<file path="src/rtl/clkdiv_cfg_ctrl_if.sv">
// Requester-side bundle for the clock-divider reconfiguration controller:
// two level requests with their ratios and the matching completion pulses.
interface clkdiv_cfg_ctrl_if;
  // Handshake: a requester raises i_reqN with a stable i_ratioN and holds it
  // until the controller returns a one-cycle o_ackN. It drops i_reqN in the
  // cycle after the ack. i_ratioN is sampled only at the grant edge. A request
  // still high while the controller is idle is taken as a fresh request.
  logic       i_req0;
  logic [4:0] i_ratio0;
  logic       i_req1;
  logic [4:0] i_ratio1;
  logic       o_ack0;
  logic       o_ack1;

  modport master (
    output i_req0,
    output i_ratio0,
    output i_req1,
    output i_ratio1,
    input  o_ack0,
    input  o_ack1
  );

  modport slave (
    input  i_req0,
    input  i_ratio0,
    input  i_req1,
    input  i_ratio1,
    output o_ack0,
    output o_ack1
  );
endinterface

</file>
<file path="src/rtl/clkdiv_cfg_ctrl.sv">
// Glitch-safe divide-ratio reconfiguration controller with a two-way round-robin
// front end. Optional macro CLKDIV_CTRL_SKIP_EN acks same-ratio requests at once.
module clkdiv_cfg_ctrl #(
  parameter int unsigned SETTLE_CYC = 4,
  parameter int unsigned LOCK_CYC   = 8,
  parameter logic [4:0]  RST_RATIO  = 5'd1
) (
  input  logic              i_ref_clk,
  input  logic              i_rst_n,
  clkdiv_cfg_ctrl_if.slave  req_if,
  output logic [4:0]        o_div_ratio,
  output logic              o_clk_en,
  output logic              o_busy,
  output logic              o_grant_id,
  output logic [2:0]        o_dbg_state
);

  typedef enum logic [2:0] {
    S_IDLE   = 3'd0,
    S_SETTLE = 3'd1,
    S_LOAD   = 3'd2,
    S_LOCK   = 3'd3,
    S_ACK    = 3'd4
  } state_t;

  localparam logic [3:0] SETTLE_LAST = 4'(SETTLE_CYC - 1);
  localparam logic [3:0] LOCK_LAST   = 4'(LOCK_CYC - 1);

  state_t     state;
  logic [3:0] cnt;
  logic [4:0] held_ratio;
  logic       req_any;
  logic       pick;
  logic [4:0] pick_ratio;

  // o_grant_id doubles as the round-robin pointer: on a tie the other side wins.
  always_comb begin
    req_any    = req_if.i_req0 | req_if.i_req1;
    pick       = (req_if.i_req0 & req_if.i_req1) ? ~o_grant_id : req_if.i_req1;
    pick_ratio = pick ? req_if.i_ratio1 : req_if.i_ratio0;
  end

  always_ff @(posedge i_ref_clk) begin
    if (!i_rst_n) begin
      state         <= S_IDLE;
      cnt           <= 4'd0;
      held_ratio    <= RST_RATIO;
      o_div_ratio   <= RST_RATIO;
      o_clk_en      <= 1'b1;
      o_busy        <= 1'b0;
      o_grant_id    <= 1'b1;
      req_if.o_ack0 <= 1'b0;
      req_if.o_ack1 <= 1'b0;
    end else begin
      req_if.o_ack0 <= 1'b0;
      req_if.o_ack1 <= 1'b0;
      case (state)
        S_IDLE: begin
          if (req_any) begin
            o_grant_id <= pick;
            held_ratio <= pick_ratio;
            cnt        <= 4'd0;
            o_busy     <= 1'b1;
`ifdef CLKDIV_CTRL_SKIP_EN
            if (pick_ratio == o_div_ratio) begin
              state         <= S_ACK;
              req_if.o_ack0 <= ~pick;
              req_if.o_ack1 <= pick;
            end else begin
              state    <= S_SETTLE;
              o_clk_en <= 1'b0;
            end
`else
            state    <= S_SETTLE;
            o_clk_en <= 1'b0;
`endif
          end
        end

        S_SETTLE: begin
          if (cnt == SETTLE_LAST) begin
            state       <= S_LOAD;
            cnt         <= 4'd0;
            o_div_ratio <= held_ratio;
          end else begin
            cnt <= cnt + 4'd1;
          end
        end

        S_LOAD: begin
          state    <= S_LOCK;
          cnt      <= 4'd0;
          o_clk_en <= 1'b1;
        end

        // Ack is launched on the LOCK->ACK edge so it is high for the ACK cycle only.
        S_LOCK: begin
          if (cnt == LOCK_LAST) begin
            state         <= S_ACK;
            cnt           <= 4'd0;
            req_if.o_ack0 <= ~o_grant_id;
            req_if.o_ack1 <= o_grant_id;
          end else begin
            cnt <= cnt + 4'd1;
          end
        end

        S_ACK: begin
          state  <= S_IDLE;
          cnt    <= 4'd0;
          o_busy <= 1'b0;
        end

        default: begin
          state    <= S_IDLE;
          cnt      <= 4'd0;
          o_busy   <= 1'b0;
          o_clk_en <= 1'b1;
        end
      endcase
    end
  end

  assign o_dbg_state = state;

endmodule

</file>
<file path="src/flat_wrapper.sv">
// flat-port wrapper written by rule: the top's interface ports become plain ports
module clkdiv_cfg_ctrl_flat 
#(
  parameter int unsigned SETTLE_CYC = 4,
  parameter int unsigned LOCK_CYC   = 8,
  parameter logic [4:0]  RST_RATIO  = 5'd1
)
  (i_ref_clk, i_rst_n, o_div_ratio, o_clk_en, o_busy, o_grant_id, o_dbg_state, req_if_i_req0, req_if_i_ratio0, req_if_i_req1, req_if_i_ratio1, req_if_o_ack0, req_if_o_ack1);
  clkdiv_cfg_ctrl_if req_if_i ();
  input  logic i_ref_clk;
  input  logic i_rst_n;
  output logic [4:0] o_div_ratio;
  output logic o_clk_en;
  output logic o_busy;
  output logic o_grant_id;
  output logic [2:0] o_dbg_state;
  input wire logic [$bits(req_if_i.i_req0)-1:0] req_if_i_req0;
  input wire logic [$bits(req_if_i.i_ratio0)-1:0] req_if_i_ratio0;
  input wire logic [$bits(req_if_i.i_req1)-1:0] req_if_i_req1;
  input wire logic [$bits(req_if_i.i_ratio1)-1:0] req_if_i_ratio1;
  output wire logic [$bits(req_if_i.o_ack0)-1:0] req_if_o_ack0;
  output wire logic [$bits(req_if_i.o_ack1)-1:0] req_if_o_ack1;
  assign req_if_i.i_req0 = req_if_i_req0;
  assign req_if_i.i_ratio0 = req_if_i_ratio0;
  assign req_if_i.i_req1 = req_if_i_req1;
  assign req_if_i.i_ratio1 = req_if_i_ratio1;
  assign req_if_o_ack0 = req_if_i.o_ack0;
  assign req_if_o_ack1 = req_if_i.o_ack1;
  clkdiv_cfg_ctrl #(.SETTLE_CYC(SETTLE_CYC), .LOCK_CYC(LOCK_CYC), .RST_RATIO(RST_RATIO)) u_core (.i_ref_clk(i_ref_clk), .i_rst_n(i_rst_n), .req_if(req_if_i), .o_div_ratio(o_div_ratio), .o_clk_en(o_clk_en), .o_busy(o_busy), .o_grant_id(o_grant_id), .o_dbg_state(o_dbg_state));
endmodule
</file>
<file path="config.mk">
export PLATFORM = sky130hd
export DESIGN_NAME = clkdiv_cfg_ctrl_flat
export DESIGN_NICKNAME = d
export VERILOG_FILES = /design/src/rtl/clkdiv_cfg_ctrl_if.sv /design/src/rtl/clkdiv_cfg_ctrl.sv /design/src/flat_wrapper.sv
export SDC_FILE = /design/constraint.sdc
export NUM_CORES = 1
export LEC_CHECK = 0
export CORE_UTILIZATION = 30
export CTS_CLUSTER_SIZE = 16
export DETAILED_ROUTE_END_ITERATION = 8
export GPL_TIMING_DRIVEN = 0
export PLACE_DENSITY = 0.56
export SLEW_MARGIN = 10
export SYNTH_ARGS = -nofsm -noshare
export SYNTH_HDL_FRONTEND = slang
export SYNTH_SLANG_ARGS = --single-unit
export TNS_END_PERCENT = 100
</file>
<file path="constraint.sdc">
create_clock -name i_ref_clk -period 3.3 [get_ports i_ref_clk]
set_input_delay 0.495 -clock i_ref_clk [delete_from_list [all_inputs] [get_ports i_ref_clk]]
set_output_delay 0.495 -clock i_ref_clk [all_outputs]
set_load 0.005 [all_outputs]
</file>
==> impl_metrics.json, run 1 <==
{
  "status": "finished, final reports clean",
  "cts_setup_buffers": 0,
  "grt-ovfl-total": 0,
  "critPathMaxFanout": 9,
  "die_h_um": 57.93,
  "cts.repair.resized": 0,
  "max-cap-violations": 0,
  "post-route-drc-count": 0,
  "drt-pass1-iter-count": 6,
  "end_kind": "output port",
  "cts_tree": "yes",
  "synth_seq_cells": 22,
  "start_util": 0.3289,
  "avgSynthCellArea_um2": 9.479,
  "cts_max_level": 1,
  "fin_tns_setup_ps": 0,
  "synth_nets": 114,
  "fp.dieArea_um2": 3356,
  "r2r_setup_slack_ps": 1800,
  "fin_skew_ps": 1.095,
  "chipWidth_um": 57.93,
  "fillers": 307,
  "fin_crit_sh": 0.5664,
  "via_count": 804,
  "insertion_delay_ps": 300,
  "avgRoutedWirePerCell_um": 12.34,
  "ir_drop_mv": 0.2213,
  "crit_chain": "clkdlybuf4s50_1",
  "relSlewSlack": 0.7216,
  "routed_wl_um": 1962,
  "worst_pin_slew_ps": 417.7,
  "clk_path_buf_depth": 2,
  "power_leakage_nw": 0.4904,
  "dp_hpwl_um": 1470,
  "finalMaxSlewViolations": 0,
  "rows": 19,
  "synth_warnings": 0,
  "multi_input_area_um2": 485.5,
  "dr.first_iter.drc_count": 13,
  "antenna_found_initial": 0,
  "clock-sinks": 22,
  "syn2layout_area_growth_pct": 34.27,
  "post-route-util": 0.4417,
  "synthCells": 99,
  "syn_area_um2": 938.4,
  "ctsHoldBuffers": 0,
  "async_flop_share": 0,
  "core_area_um2": 2853,
  "criticalPathCategory": "flop to output port",
  "fin_area_um2": 1260,
  "fin_nets": 145,
  "io_buffers": 26,
  "ys_types": 31,
  "grt_max_degree": 12,
  "slowest_stage": "clkdlybuf4s50_1",
  "cp.required_ps": 2800,
  "max_freq_ghz": 0.5350,
  "finalHoldViolations": 0,
  "numCtsBuffers": 3,
  "area.sequential_um2": 440.4,
  "clk_pin_slew_ps": 110,
  "antenna_left": 0,
  "rsz0062_at_grt": "no",
  "grt_pass1_vias": 773,
  "viasPerCell": 5.057,
  "grt_usage": 0.1324,
  "cp-start-kind": "flop",
  "place_congestion": 0.7667,
  "grt_pass1_wl_um": 3401,
  "ys_seq_area_frac": 0.4693,
  "io_pins": 27,
  "cp_top_family": "buffers and inverters",
  "clockRootBuffer": "clkbuf_4",
  "cp.arrival_ps": 1370,
  "path_buf_inv": 1,
  "setup_viol": 0,
  "drive_above_1_share": 0.05469,
  "min_period_ps": 1869,
  "cp_slowest_stage_delay_ps": 570,
  "hp-class": "flop to flop",
  "antenna_cells": 0,
  "synthFlopType": "dfxtp_1",
  "placed_cell_area_um2": 1237,
  "synth_edf_count": 0,
  "p_per_area_nw_per_um2": 373.4
}
==> state kept, by name, summed over array words and instances, names as in the netlist <==
name	cells
u_core.o_dbg_state	3
u_core.req_if.o_ack0	1
u_core.req_if.o_ack1	1
u_core.o_clk_en	1
u_core.cnt	4
u_core.o_div_ratio	5
u_core.held_ratio	5
u_core.o_grant_id	1
u_core.o_busy	1
==> cell usage after synthesis (all sizes together) (2+ instances only) <==
library cell | number | area [um2]
nor2b | 6 | 37.54
dfxtp | 22 | 440.4
nor3 | 3 | 15.01
and2 | 4 | 25.02
nand2 | 7 | 26.28
o21ai | 8 | 40.04
nand3 | 2 | 10.01
clkbuf | 2 | 7.510
a21boi | 3 | 26.28
or3 | 2 | 13.77
nor2 | 4 | 15.01
o21a | 2 | 15.01
a21oi | 6 | 33.78
nand2b | 4 | 25.02
and2b | 2 | 15.01
mux2i | 11 | 110.1
==> routing by layer <==
layer	wire, um	global-route usage	vias up	part of all wire
li1	-	-	408	-
met3	95	0.03125	4	0.048
met4	21	0.05102	0	0.011
met1	932	0.1616	370	0.48
met5	0	0	-	0
met2	913	0.2250	22	0.47
==> kinds of logic after synthesis <==
kind of cell,synth area share
and+or+nand+nor,0.2320
DFF,0.4693
buffers and inverters,0.01333
muxes,0.1173
AOI/OAI and AO/OA,0.1547
adders and majority gates,0.01333
==> cell type report <==
class,instances,area share
repair buffers,26,0.2066
plain buffers,3,0.009930
well taps,31,0.03078
clock buffers,3,0.01787
multi-input cells,74,0.3853
flip-flops and latches,22,0.3496
==> worst paths after layout <==
| kind | cells past startpoint | end | startpoint |
|---|---|---|---|
| setup / recovery | 1 | o_dbg_state[1] | u_core.o_dbg_state[1]$_SDFFE_PN0P_ |
| hold / removal | 2 | u_core.o_div_ratio[0]$_SDFFE_PN1P_ | u_core.o_div_ratio[0]$_SDFFE_PN1P_ |
| setup reg to reg | 5 | u_core.cnt[3]$_SDFFE_PN0P_ | u_core.cnt[0]$_SDFFE_PN0P_ |
| hold reg to reg | 2 | u_core.o_div_ratio[0]$_SDFFE_PN1P_ | u_core.o_div_ratio[0]$_SDFFE_PN1P_ |
==> cells in the final DEF (no fill, tap or decap), drive strengths merged, types with 2 or more instances in the layout <==
master and instances:
a21boi 3, clkbuf 5, or3 2, and2b 2, o21ai 8, a21oi 6, nor2 4, o21a 2
clkdlybuf4s50 26, nand3 2, nor2b 6, nand2b 4, nand2 7, and2 4, mux2i 11, dfxtp 22
nor3 3
==> per-stage QoR <==
stage,std cells,setup WS (ps),hold slack (ps),power [mW]
finish,159,1431,497.7,0.4704
global route,159,1357,514.4,0.4977
CTS,159,1415,501.9,0.4790
detailed placement,156,1225,472.3,0.3595
global placement,156,1219,466.6,0.3584
floorplan,99,1911,442.7,0.3250
==> where the power goes <==
| part | internal (mW) | leakage (nW) | switching [mW] | total, mW |
|---|---|---|---|---|
| Sequential | 0.277 | 0.180 | 0.00967 | 0.287 |
| Combinational | 0.0398 | 0.297 | 0.0259 | 0.0657 |
| Clock | 0.0425 | 0.0138 | 0.0754 | 0.118 |
| Total | 0.359 | 0.490 | 0.111 | 0.470 |
Power figures use the tool's default switching activity.
==> run 2: changes to the inputs <==
Clock period 3.3 ns to 1.8 ns, I/O delays scaled along.
==> results of run 2 <==
The final DEF is identical to that of run 1. Status: finished, final reports clean.
Among the figures that moved: setup slack after placement 1225 ps -> -50.32 ps; setup slack after layout 1431 ps -> 155.8 ps; register-to-register setup slack 1800 ps -> 300 ps; total power 0.4704 mW -> 0.8624 mW; worst IR drop on VDD 0.2213 mV -> 0.4057 mV
